<file path="src/rtl/ahb_master_if_pkg.sv">
// ahb_master_if_pkg: AHB widths, bus encodings and master FSM states shared by the AHB master slice
package ahb_master_if_pkg;
    localparam int ADDR_WIDTH = 32;
    localparam int DATA_WIDTH = 32;
    typedef enum logic [1:0] {
        HT_IDLE   = 2'b00,
        HT_BUSY   = 2'b01,
        HT_NONSEQ = 2'b10,
        HT_SEQ    = 2'b11
    } htrans_e;
    typedef enum logic [2:0] {
        HB_SINGLE = 3'b000,
        HB_INCR   = 3'b001,
        HB_INCR4  = 3'b011,
        HB_INCR8  = 3'b101,
        HB_INCR16 = 3'b111
    } hburst_e;
    localparam logic [1:0] HRESP_OKAY  = 2'b00;
    localparam logic [1:0] HRESP_ERROR = 2'b01;
    typedef enum logic [1:0] {ST_IDLE, ST_ADDR, ST_LAST, ST_ERR2} mst_state_e;
    // Fixed-length bursts are only legal when the whole burst stays inside one 1KB page
    function automatic hburst_e burst_sel(input int len, input logic [9:0] a10, input logic [2:0] size);
        logic w_cross;
        w_cross = (int'(a10) + (len << size)) > 1024;
        return (len == 1) ? HB_SINGLE :
               w_cross    ? HB_INCR   :
               (len == 4) ? HB_INCR4  :
               (len == 8) ? HB_INCR8  :
               (len == 16) ? HB_INCR16 : HB_INCR;
    endfunction
endpackage

</file>
<file path="src/rtl/ahb_master_if_if.sv">
// ahb_master_if_if: AHB address/control/data bus between one master and the interconnect
interface ahb_master_if_if;
    import ahb_master_if_pkg::*;
    logic [ADDR_WIDTH-1:0]   Haddr;
    logic [1:0]              Htrans;
    logic                    Hwrite;
    logic [2:0]              Hsize;
    logic [2:0]              Hburst;
    logic [DATA_WIDTH-1:0]   HWdata;
    logic [DATA_WIDTH/8-1:0] Hstrob;
    logic                    Hready;
    logic [DATA_WIDTH-1:0]   HRdata;
    logic [1:0]              Hresp;
    modport master (
        output Haddr, Htrans, Hwrite, Hsize, Hburst, HWdata, Hstrob,
        input  Hready, HRdata, Hresp
    );
    modport slave (
        input  Haddr, Htrans, Hwrite, Hsize, Hburst, HWdata, Hstrob,
        output Hready, HRdata, Hresp
    );
endinterface

</file>
<file path="src/rtl/ahb_master_if_strobe_gen.sv">
// ahb_strobe_gen: byte-lane enables for a 32-bit AHB beat from transfer size and low address bits
module ahb_strobe_gen (
    input  logic [2:0] i_size,
    input  logic [1:0] i_addr_lo,
    output logic [3:0] o_strob
);
    always_comb
        o_strob = (i_size == 3'd0) ? (4'b0001 << i_addr_lo) :
                  (i_size == 3'd1) ? (i_addr_lo[1] ? 4'b1100 : 4'b0011) : 4'b1111;
endmodule

</file>
<file path="src/rtl/ahb_master_if.sv">
// ahb_master_if: single-request AHB initiator with pipelined address/data phases,
// SINGLE/INCRx/INCR bursts, 1KB page splitting, wait states and two-cycle ERROR handling
module ahb_master_if
    import ahb_master_if_pkg::*;
#(
    parameter int MAX_LEN = 16,
    localparam int LEN_W = $clog2(MAX_LEN + 1)
) (
    input  logic                  Hclk,
    input  logic                  Hreset,
    input  logic                  req_valid,
    output logic                  req_ready,
    input  logic [ADDR_WIDTH-1:0] req_addr,
    input  logic                  req_write,
    input  logic [2:0]            req_size,
    input  logic [LEN_W-1:0]      req_len,
    input  logic [DATA_WIDTH-1:0] wdata,
    output logic                  wdata_ready,
    output logic [DATA_WIDTH-1:0] rdata,
    output logic                  rdata_valid,
    output logic                  done,
    output logic                  err,
    ahb_master_if_if.master       bus
);
    mst_state_e            r_state;
    htrans_e               r_trans;
    hburst_e               r_burst;
    logic [ADDR_WIDTH-1:0] r_addr;
    logic                  r_write;
    logic [2:0]            r_size;
    logic [DATA_WIDTH-1:0] r_wdata;
    logic [LEN_W-1:0]      r_left;
    logic                  r_dpend;
    logic [DATA_WIDTH-1:0] r_rdata;
    logic                  r_rdata_valid;
    logic                  r_done;
    logic                  r_err;
    logic [LEN_W-1:0]      w_len;
    logic                  w_adone;
    logic                  w_dend;
    logic                  w_derr1;
    logic [ADDR_WIDTH-1:0] w_next_addr;
    logic [3:0]            w_strob;
    always_comb begin
        w_len       = (req_len == '0) ? LEN_W'(1) : req_len;
        w_adone     = bus.Hready && (r_trans != HT_IDLE);
        w_dend      = bus.Hready && r_dpend;
        w_derr1     = r_dpend && !bus.Hready && (bus.Hresp == HRESP_ERROR);
        w_next_addr = r_addr + (ADDR_WIDTH'(1) << r_size);
    end
    ahb_strobe_gen u_strobe (
        .i_size    (r_size),
        .i_addr_lo (r_addr[1:0]),
        .o_strob   (w_strob)
    );
    always_ff @(posedge Hclk) begin
        if (Hreset) begin
            r_state       <= ST_IDLE;
            r_trans       <= HT_IDLE;
            r_burst       <= HB_SINGLE;
            r_addr        <= '0;
            r_write       <= 1'b0;
            r_size        <= '0;
            r_wdata       <= '0;
            r_left        <= '0;
            r_dpend       <= 1'b0;
            r_rdata       <= '0;
            r_rdata_valid <= 1'b0;
            r_done        <= 1'b0;
            r_err         <= 1'b0;
        end else begin
            r_rdata_valid <= 1'b0;
            r_done        <= 1'b0;
            r_err         <= 1'b0;
            if (w_adone && r_write)
                r_wdata <= wdata;
            if (w_dend && !r_write && bus.Hresp == HRESP_OKAY) begin
                r_rdata       <= bus.HRdata;
                r_rdata_valid <= 1'b1;
            end
            case (r_state)
                ST_IDLE: if (req_valid) begin
                    if (req_size > 3'd2) begin
                        r_done <= 1'b1;
                        r_err  <= 1'b1;
                    end else begin
                        r_state <= ST_ADDR;
                        r_trans <= HT_NONSEQ;
                        r_addr  <= req_addr;
                        r_write <= req_write;
                        r_size  <= req_size;
                        r_burst <= burst_sel(int'(w_len), req_addr[9:0], req_size);
                        r_left  <= w_len - LEN_W'(1);
                    end
                end
                ST_ADDR: if (w_derr1) begin
                    r_trans <= HT_IDLE;
                    r_dpend <= 1'b0;
                    r_state <= ST_ERR2;
                end else if (w_adone) begin
                    r_dpend <= 1'b1;
                    if (r_left != '0) begin
                        r_addr  <= w_next_addr;
                        // A beat that starts a new 1KB page must restart the burst
                        r_trans <= (w_next_addr[9:0] == 10'd0) ? HT_NONSEQ : HT_SEQ;
                        r_left  <= r_left - LEN_W'(1);
                    end else begin
                        r_trans <= HT_IDLE;
                        r_state <= ST_LAST;
                    end
                end
                ST_LAST: if (w_derr1) begin
                    r_dpend <= 1'b0;
                    r_state <= ST_ERR2;
                end else if (w_dend) begin
                    r_dpend <= 1'b0;
                    r_done  <= 1'b1;
                    r_err   <= (bus.Hresp == HRESP_ERROR);
                    r_state <= ST_IDLE;
                end
                ST_ERR2: if (bus.Hready) begin
                    r_done  <= 1'b1;
                    r_err   <= 1'b1;
                    r_state <= ST_IDLE;
                end
                default: r_state <= ST_IDLE;
            endcase
        end
    end
    assign req_ready   = (r_state == ST_IDLE);
    assign wdata_ready = w_adone && r_write;
    assign rdata       = r_rdata;
    assign rdata_valid = r_rdata_valid;
    assign done        = r_done;
    assign err         = r_err;
    assign bus.Haddr   = r_addr;
    assign bus.Htrans  = r_trans;
    assign bus.Hwrite  = r_write;
    assign bus.Hsize   = r_size;
    assign bus.Hburst  = r_burst;
    assign bus.HWdata  = r_wdata;
    assign bus.Hstrob  = (r_trans != HT_IDLE) ? w_strob : '0;
endmodule
</file>
<file path="src/flat_wrapper.sv">
// flat-port wrapper written by rule: the top's interface ports become plain ports
module ahb_master_if_flat import ahb_master_if_pkg::*;
#(
    parameter int MAX_LEN = 16,
    localparam int LEN_W = $clog2(MAX_LEN + 1)
)
  (Hclk, Hreset, req_valid, req_ready, req_addr, req_write, req_size, req_len, wdata, wdata_ready, rdata, rdata_valid, done, err, bus_Haddr, bus_Htrans, bus_Hwrite, bus_Hsize, bus_Hburst, bus_HWdata, bus_Hstrob, bus_Hready, bus_HRdata, bus_Hresp);
  ahb_master_if_if bus_i ();
  input  logic Hclk;
  input  logic Hreset;
  input  logic req_valid;
  output logic req_ready;
  input  logic [ADDR_WIDTH-1:0] req_addr;
  input  logic req_write;
  input  logic [2:0] req_size;
  input  logic [LEN_W-1:0] req_len;
  input  logic [DATA_WIDTH-1:0] wdata;
  output logic wdata_ready;
  output logic [DATA_WIDTH-1:0] rdata;
  output logic rdata_valid;
  output logic done;
  output logic err;
  output wire logic [$bits(bus_i.Haddr)-1:0] bus_Haddr;
  output wire logic [$bits(bus_i.Htrans)-1:0] bus_Htrans;
  output wire logic [$bits(bus_i.Hwrite)-1:0] bus_Hwrite;
  output wire logic [$bits(bus_i.Hsize)-1:0] bus_Hsize;
  output wire logic [$bits(bus_i.Hburst)-1:0] bus_Hburst;
  output wire logic [$bits(bus_i.HWdata)-1:0] bus_HWdata;
  output wire logic [$bits(bus_i.Hstrob)-1:0] bus_Hstrob;
  input wire logic [$bits(bus_i.Hready)-1:0] bus_Hready;
  input wire logic [$bits(bus_i.HRdata)-1:0] bus_HRdata;
  input wire logic [$bits(bus_i.Hresp)-1:0] bus_Hresp;
  assign bus_Haddr = bus_i.Haddr;
  assign bus_Htrans = bus_i.Htrans;
  assign bus_Hwrite = bus_i.Hwrite;
  assign bus_Hsize = bus_i.Hsize;
  assign bus_Hburst = bus_i.Hburst;
  assign bus_HWdata = bus_i.HWdata;
  assign bus_Hstrob = bus_i.Hstrob;
  assign bus_i.Hready = bus_Hready;
  assign bus_i.HRdata = bus_HRdata;
  assign bus_i.Hresp = bus_Hresp;
  ahb_master_if #(.MAX_LEN(MAX_LEN)) u_core (.Hclk(Hclk), .Hreset(Hreset), .req_valid(req_valid), .req_ready(req_ready), .req_addr(req_addr), .req_write(req_write), .req_size(req_size), .req_len(req_len), .wdata(wdata), .wdata_ready(wdata_ready), .rdata(rdata), .rdata_valid(rdata_valid), .done(done), .err(err), .bus(bus_i));
endmodule
</file>
<file path="config.mk">
export PLATFORM = sky130hd
export DESIGN_NAME = ahb_master_if_flat
export DESIGN_NICKNAME = d
export VERILOG_FILES = /design/src/rtl/ahb_master_if_pkg.sv /design/src/rtl/ahb_master_if_if.sv /design/src/rtl/ahb_master_if_strobe_gen.sv /design/src/rtl/ahb_master_if.sv /design/src/flat_wrapper.sv
export SDC_FILE = /design/constraint.sdc
export NUM_CORES = 1
export LEC_CHECK = 0
export ABC_AREA = 1
export CORE_AREA = 2 2 119 121
export CTS_BUF_LIST = sky130_fd_sc_hd__clkbuf_16
export DETAILED_ROUTE_END_ITERATION = 12
export DIE_AREA = 0 0 121 123
export GPL_TIMING_DRIVEN = 0
export PLACE_DENSITY = 0.86
export SKIP_CTS_REPAIR_TIMING = 1
export SYNTH_ARGS = -nofsm -noshare
export SYNTH_HDL_FRONTEND = slang
export SYNTH_SLANG_ARGS = --single-unit
</file>
<file path="constraint.sdc">
create_clock -name Hclk -period 7.41 [get_ports Hclk]
set_input_delay 2.223 -clock Hclk [delete_from_list [all_inputs] [get_ports Hclk]]
set_output_delay 2.223 -clock Hclk [all_outputs]
set_load 0.05 [all_outputs]
</file>
**Yosys cells after proc, flatten, opt, wreduce, memory -nomap -nowiden**

Cells that the tools add are included.
Widths: inputs -> output; s select.

- $add $sub $neg: 4
- $lt $le $gt $ge: 2
- Equality and inequality tests: 18
- Shift operators: 3
- Muxes and demuxes: 53
- Bitwise logic cells: 1
- Reductions and logical operators: 23

Operator list:

| cell | count |
|---|---|
| $mux 32 | 5 |
| $pmux 32 s2 | 1 |
| $add 11x32->32 | 1 |
| $add 32x32->32 | 1 |
| $gt 32x12->1 const B | 1 |
| $shl 1x3->32 const A | 1 |
| $shl 5x3->32 | 1 |
| $mux 5 | 6 |
| $mux 2 | 13 |
| $mux 4 | 4 |
| $mux 3 | 5 |
| $mux 1 | 13 |
| $reduce_and 6->1 | 2 |
| $eq 5x5->1 const B | 2 |
| $logic_not 10->1 | 1 |
| $pmux 5 s2 | 1 |
| $sub 5x1->5 const B | 2 |
| $ne 2x2->1 const B | 4 |
| $pmux 2 s4 | 1 |
| $logic_and 1x1->1 | 7 |
| $ne 3x1->1 const B | 2 |
| $pmux 1 s3 | 2 |
| $reduce_and 3->1 | 2 |
| $reduce_bool 2->1 | 3 |
| other kinds (18) | 23 |

- Flip-flop bits (word level): 116
- Input bits: 111
- Output and inout bits: 114
- Word-level logic and storage cells: 117

**Depth between registers and ports, before layout**

- Word-level depth: 8
- Gate-level depth with buffers: 23
- Gate-level depth less buffers: 23

**Modules after synthesis**

Synthesis repeated with hierarchy kept, for this count alone.

- Cell total of the unflattened synthesis: 1048
- Area total of the unflattened synthesis: 6737.7 um^2

Modules (own cells, without submodules):

| module | instances | cells an instance | area an instance (um^2) | sequential area each (um^2) |
|---|---|---|---|---|
| ahb_master_if | 1 | 1035 | 6678.9 | 2322.2 |
| ahb_strobe_gen | 1 | 13 | 58.8 | 0.0 |

**Worst setup path after synthesis**

Ideal clock, no wire load.

- Path type: input -> output
- Start point: input bus_Hready
- End point: output wdata_ready
- Arrival time: 3149 ps
- Setup slack: 2038 ps
- Cell stages on the path: 3
- Path buffers: 1
- Cell sequence: nand2_1 nor2_1 clkbuf_1

- Longest elaborated chain between the ends: 2

RTL lines:

| element | line | RTL |
|---|---|---|
| start: declaration | flat_wrapper.sv:30 | `input wire logic [$bits(bus_i.Hready)-1:0] bus_Hready;` |
| $logic_and 1x1->1 | ahb_master_if.sv:46 | `w_adone = bus.Hready && (r_trans != HT_IDLE);` |
| $logic_and 1x1->1 | ahb_master_if.sv:131 | `assign wdata_ready = w_adone && r_write;` |
| end: declaration | flat_wrapper.sv:18 | `output logic wdata_ready;` |

Every way passes these cells.

**Worst setup path after layout**

Same ends and word-level chain as after synthesis.

==> impl_metrics.tcl <==
set metrics [dict create \
    fin_skew_ns 0.00605 \
    global_route.usage.met2_pct 54.6 \
    post_drt_wl_per_cell_um 15.9 \
    powerDensity_nw_per_um2 288 \
    groute.layer.met1.usage_pct 34.5 \
    worstSetupStartpointType "primary input" \
    critPathBufInv 3 \
    coreArea_um2 13600 \
    cpPeakStageDelay_ns 0.93 \
    hpwl_after_detailed_placement_mm 17.6 \
    power.ir.vdd_worst_mv 0.160 \
    cap_viol_max_count 0 \
    post_synth_inst_count 1041 \
    crit_path_cell_trace "clkdlybuf4s50_1 > nand2_1 > nor2_1 > clkbuf_1 > clkdlybuf4s50_1" \
    synth_enable_flop_cells 0 \
    area_overhead_of_the_layout_relative_to_synthesis_pct 45.7 \
    layout_setup_ws_ns 0.521 \
    synth_top_area_share_pct 34.7 \
    finalHoldViolations 0 \
    grt_setup_unrepaired "no" \
    synth_sequential_area_ratio_pct 34.7 \
    synth_fa_ha_area_share_pct 5.08 \
    synth_top_cell_by_area "dfxtp_1" \
    route.detailed.vias_per_inst 5.30 \
    synth_area_um2 6700 \
    synth_simple_gate_area_share_pct 32.5 \
    filler_cell_count 1112 \
    placed_cells 1445 \
    timing.critical_path.fanout_max 10 \
    yosys_most_used_dff "dfxtp_1" \
    crit_path_end_kind "output port" \
    final_period_minus_worst_setup_slack_ns 6.89 \
    cts-buffers-inserted 17 \
    totalNegativeSetupSlack_ns 0 \
    detail_route.wirelength_mm 23.5 \
    floorplan.initialDensity_pct 49.2 \
    die-height_um 123 \
    post_synth_most_frequent_cells "nor2_1 (232), nand2_1 (198), dfxtp_1 (116), o21ai_0 (91), inv_1 (84)" \
    post_route_cell_area_um2 9770 \
    cts.htree.levels 4 \
    clock-root-buffer "clkbuf_16" \
    ff_latch_area_um2 2320 \
    ys_top_cells_by_area "dfxtp_1 (35%), nor2_1 (13%), nand2_1 (11%)" \
    met3_usage_pct 10.2 \
    drt_first_iter_violations 772 \
    nets 1421 \
    synth-compound-area-share_pct 17.6 \
    dr.pass1.iters 8 \
    fmax_mhz 145 \
    timing.critical_path.slowest_stage_cell "clkdlybuf4s50_1" \
    grt_max_degree 17 \
    criticalPathCategory "in -> out" \
    status "completed" \
    worst_setup_hold_path_clk_slew_ns 0.05 \
    io-pin-count 225 \
    drtAntennaViolNets 0 \
    vias_in_the_first_global_route 7469 \
    synth.distinct_cells 41 \
    finalCoreUtilization_pct 71.7 \
    drive_gt1_share_pct 5.40 \
    stdcell_count 1477 \
    timing.final.max_slew_violations 0 \
    critical_path.most_common_cell "clkdlybuf4s50_1" \
    first_pass_grt_wire_length_mm 36.1 \
    cts-root-to-sink-buffers 2 \
    antenna_found_initial 1 \
    worstPathArrival_ns 4.67 \
    clock_tree_from_tritoncts "done" \
    chipWidth_um 121 \
    synth.avg_cell_area_um2 6.44 \
    muxShareOfSynthArea_pct 0.149 \
    critical_path_required_ns 5.19 \
    max_slew.worst_pin.slew_ns 0.673 \
    slew-limit-headroom_pct 54.8 \
    syn_nets 1178 \
    synth_async_sr_flop_share_pct 0 \
    globalplace.congestion 0.927 \
    power.static_leakage_nw 4.10 \
    rows 43 \
    grt_usage_pct 31.0 \
    hold_path.class "reg -> reg" \
    grt_overflow_total 0 \
    path_delay_family "buffers and inverters" \
    die_area_um2 14900 \
    post_dp_cell_area_um2 9170 \
    worstSkewPairLatency_ns 0.41 \
    multiInputGateArea_um2 3840 \
    dpl_worst_slack_ns 0.578 \
    final_cycle_utilization_of_the_critical_path_pct 93.0 \
    synth_most_common_cell "nor2_1" \
    io_buffers 224 \
    timing.final.setup_violations 0 \
    count_of_state_elements_after_synthesis 116 \
    main_combinational_cell_family_by_area_after_synthesis "simple AND/OR/NAND/NOR gates" \
    dr_total_vias 7822 \
    ys.warnings.count 0 \
    route.detailed.drc 0 \
    cts.sinks 116 \
    gr-max-usage-layer "met2" \
    synth_xor_xnor_area_share_pct 2.09 \
]
routing by layer:
metal | part of all wire [%] | vias to the layer above | routed length [um]
met5 | 0 | - | 0
met4 | 2.5 | 0 | 577
met3 | 10 | 48 | 2340
met2 | 49 | 342 | 11400
met1 | 39 | 3558 | 9090
li1 | - | 3874 | -
kinds of logic (layout without fill, tap and decap cells):
logic type               after synthesis  in the layout
XOR/XNOR                              16             16
other                                  0              1
multiplexers                           1              1
buffers and inverters                135            390
adder cells (fa/ha/maj)               26             26
flip-flops                           116            116
AO/OA/AOI/OAI                        219            219
AND/OR/NAND/NOR                      528            528
metrics by stage:
step | hold WS, ns | total power, W
after detailed placement | 0.455 | 0.00196
after global placement | 0.448 | 0.00194
after global routing | 0.508 | 0.00294
final | 0.475 | 0.00281
after CTS | 0.484 | 0.00280
after floorplan | 0.453 | 0.00158
final timing paths:
path                                                          end  cells after the start                              start  slack, ns
worst max-delay path                                  wdata_ready                      5                         bus_Hready       0.52
worst min-delay path            u_core.bus.Hburst[0]$_SDFFE_PP0P_                      2  u_core.bus.Hburst[0]$_SDFFE_PP0P_       0.47
worst max register to register  u_core.bus.Haddr[28]$_SDFFE_PP0P_                     15   u_core.bus.Hsize[0]$_SDFFE_PP0P_       4.53
worst min register to register  u_core.bus.Hburst[0]$_SDFFE_PP0P_                      2  u_core.bus.Hburst[0]$_SDFFE_PP0P_       0.47
placed cells by master, fill, tap and decap left out, types with 3 or more instances in the layout:
| cell type | netlist | routed |
|---|---|---|
| clkbuf_1 | 27 | 27 |
| nor3_1 | 26 | 26 |
| inv_1 | 84 | 85 |
| buf_4 | 6 | 6 |
| inv_2 | 9 | 9 |
| dfxtp_1 | 116 | 116 |
| buf_2 | 6 | 6 |
| o21ai_1 | 31 | 31 |
| nand3b_1 | 3 | 3 |
| a31oi_1 | 8 | 8 |
| a21oi_1 | 72 | 72 |
| xnor2_1 | 3 | 3 |
| or2_2 | 6 | 6 |
| nand4_1 | 11 | 11 |
| nor2_2 | 5 | 5 |
| clkinv_1 | 1 | 6 |
| nand2_2 | 3 | 3 |
| xor2_1 | 13 | 13 |
| ha_1 | 24 | 24 |
| nand3_1 | 37 | 37 |
| o21ai_0 | 91 | 91 |
| nand2_1 | 198 | 198 |
| o21a_1 | 3 | 3 |
| clkdlybuf4s50_1 | 0 | 224 |
| nor2_1 | 232 | 232 |
| clkbuf_16 | 0 | 17 |
| bufinv_16 | 0 | 4 |
area by class of cell:
cell class,count,area share [%]
clock inverters,14,1.73
multi-input cells,790,39.3
plain buffers,41,1.88
diodes,1,0.0256
flip-flops and latches,116,23.8
clock buffers,17,4.36
well taps,180,2.31
repair buffers,224,23.0
inverters,94,3.61
report_power, final:
part	total, W	internal, W	switching, W
sequential	0.000808	0.000710	0.0000978
combinational	0.00116	0.000400	0.000763
clock	0.000838	0.000551	0.000287
total	0.00281	0.00166	0.00115
tightest hold or removal path, delay by kind of cell, from the launching register on:
family | cells | cell delay [ns]
and+or+nand+nor | 1 | 0.06
DFF | 1 | 0.31
AOI/OAI and AO/OA | 1 | 0.05
registers in the layout (all words and copies together) (netlist names), 2 cells and up:
| register | cells |
|---|---|
| u_core.bus.Hburst | 3 |
| u_core.r_state | 2 |
| u_core.bus.Htrans | 2 |
| u_core.bus.HWdata | 32 |
| u_core.r_left | 5 |
| u_core.bus.Hsize | 3 |
| u_core.rdata | 32 |
| u_core.bus.Haddr | 32 |
Note: power is estimated with default switching activity, not from simulation.
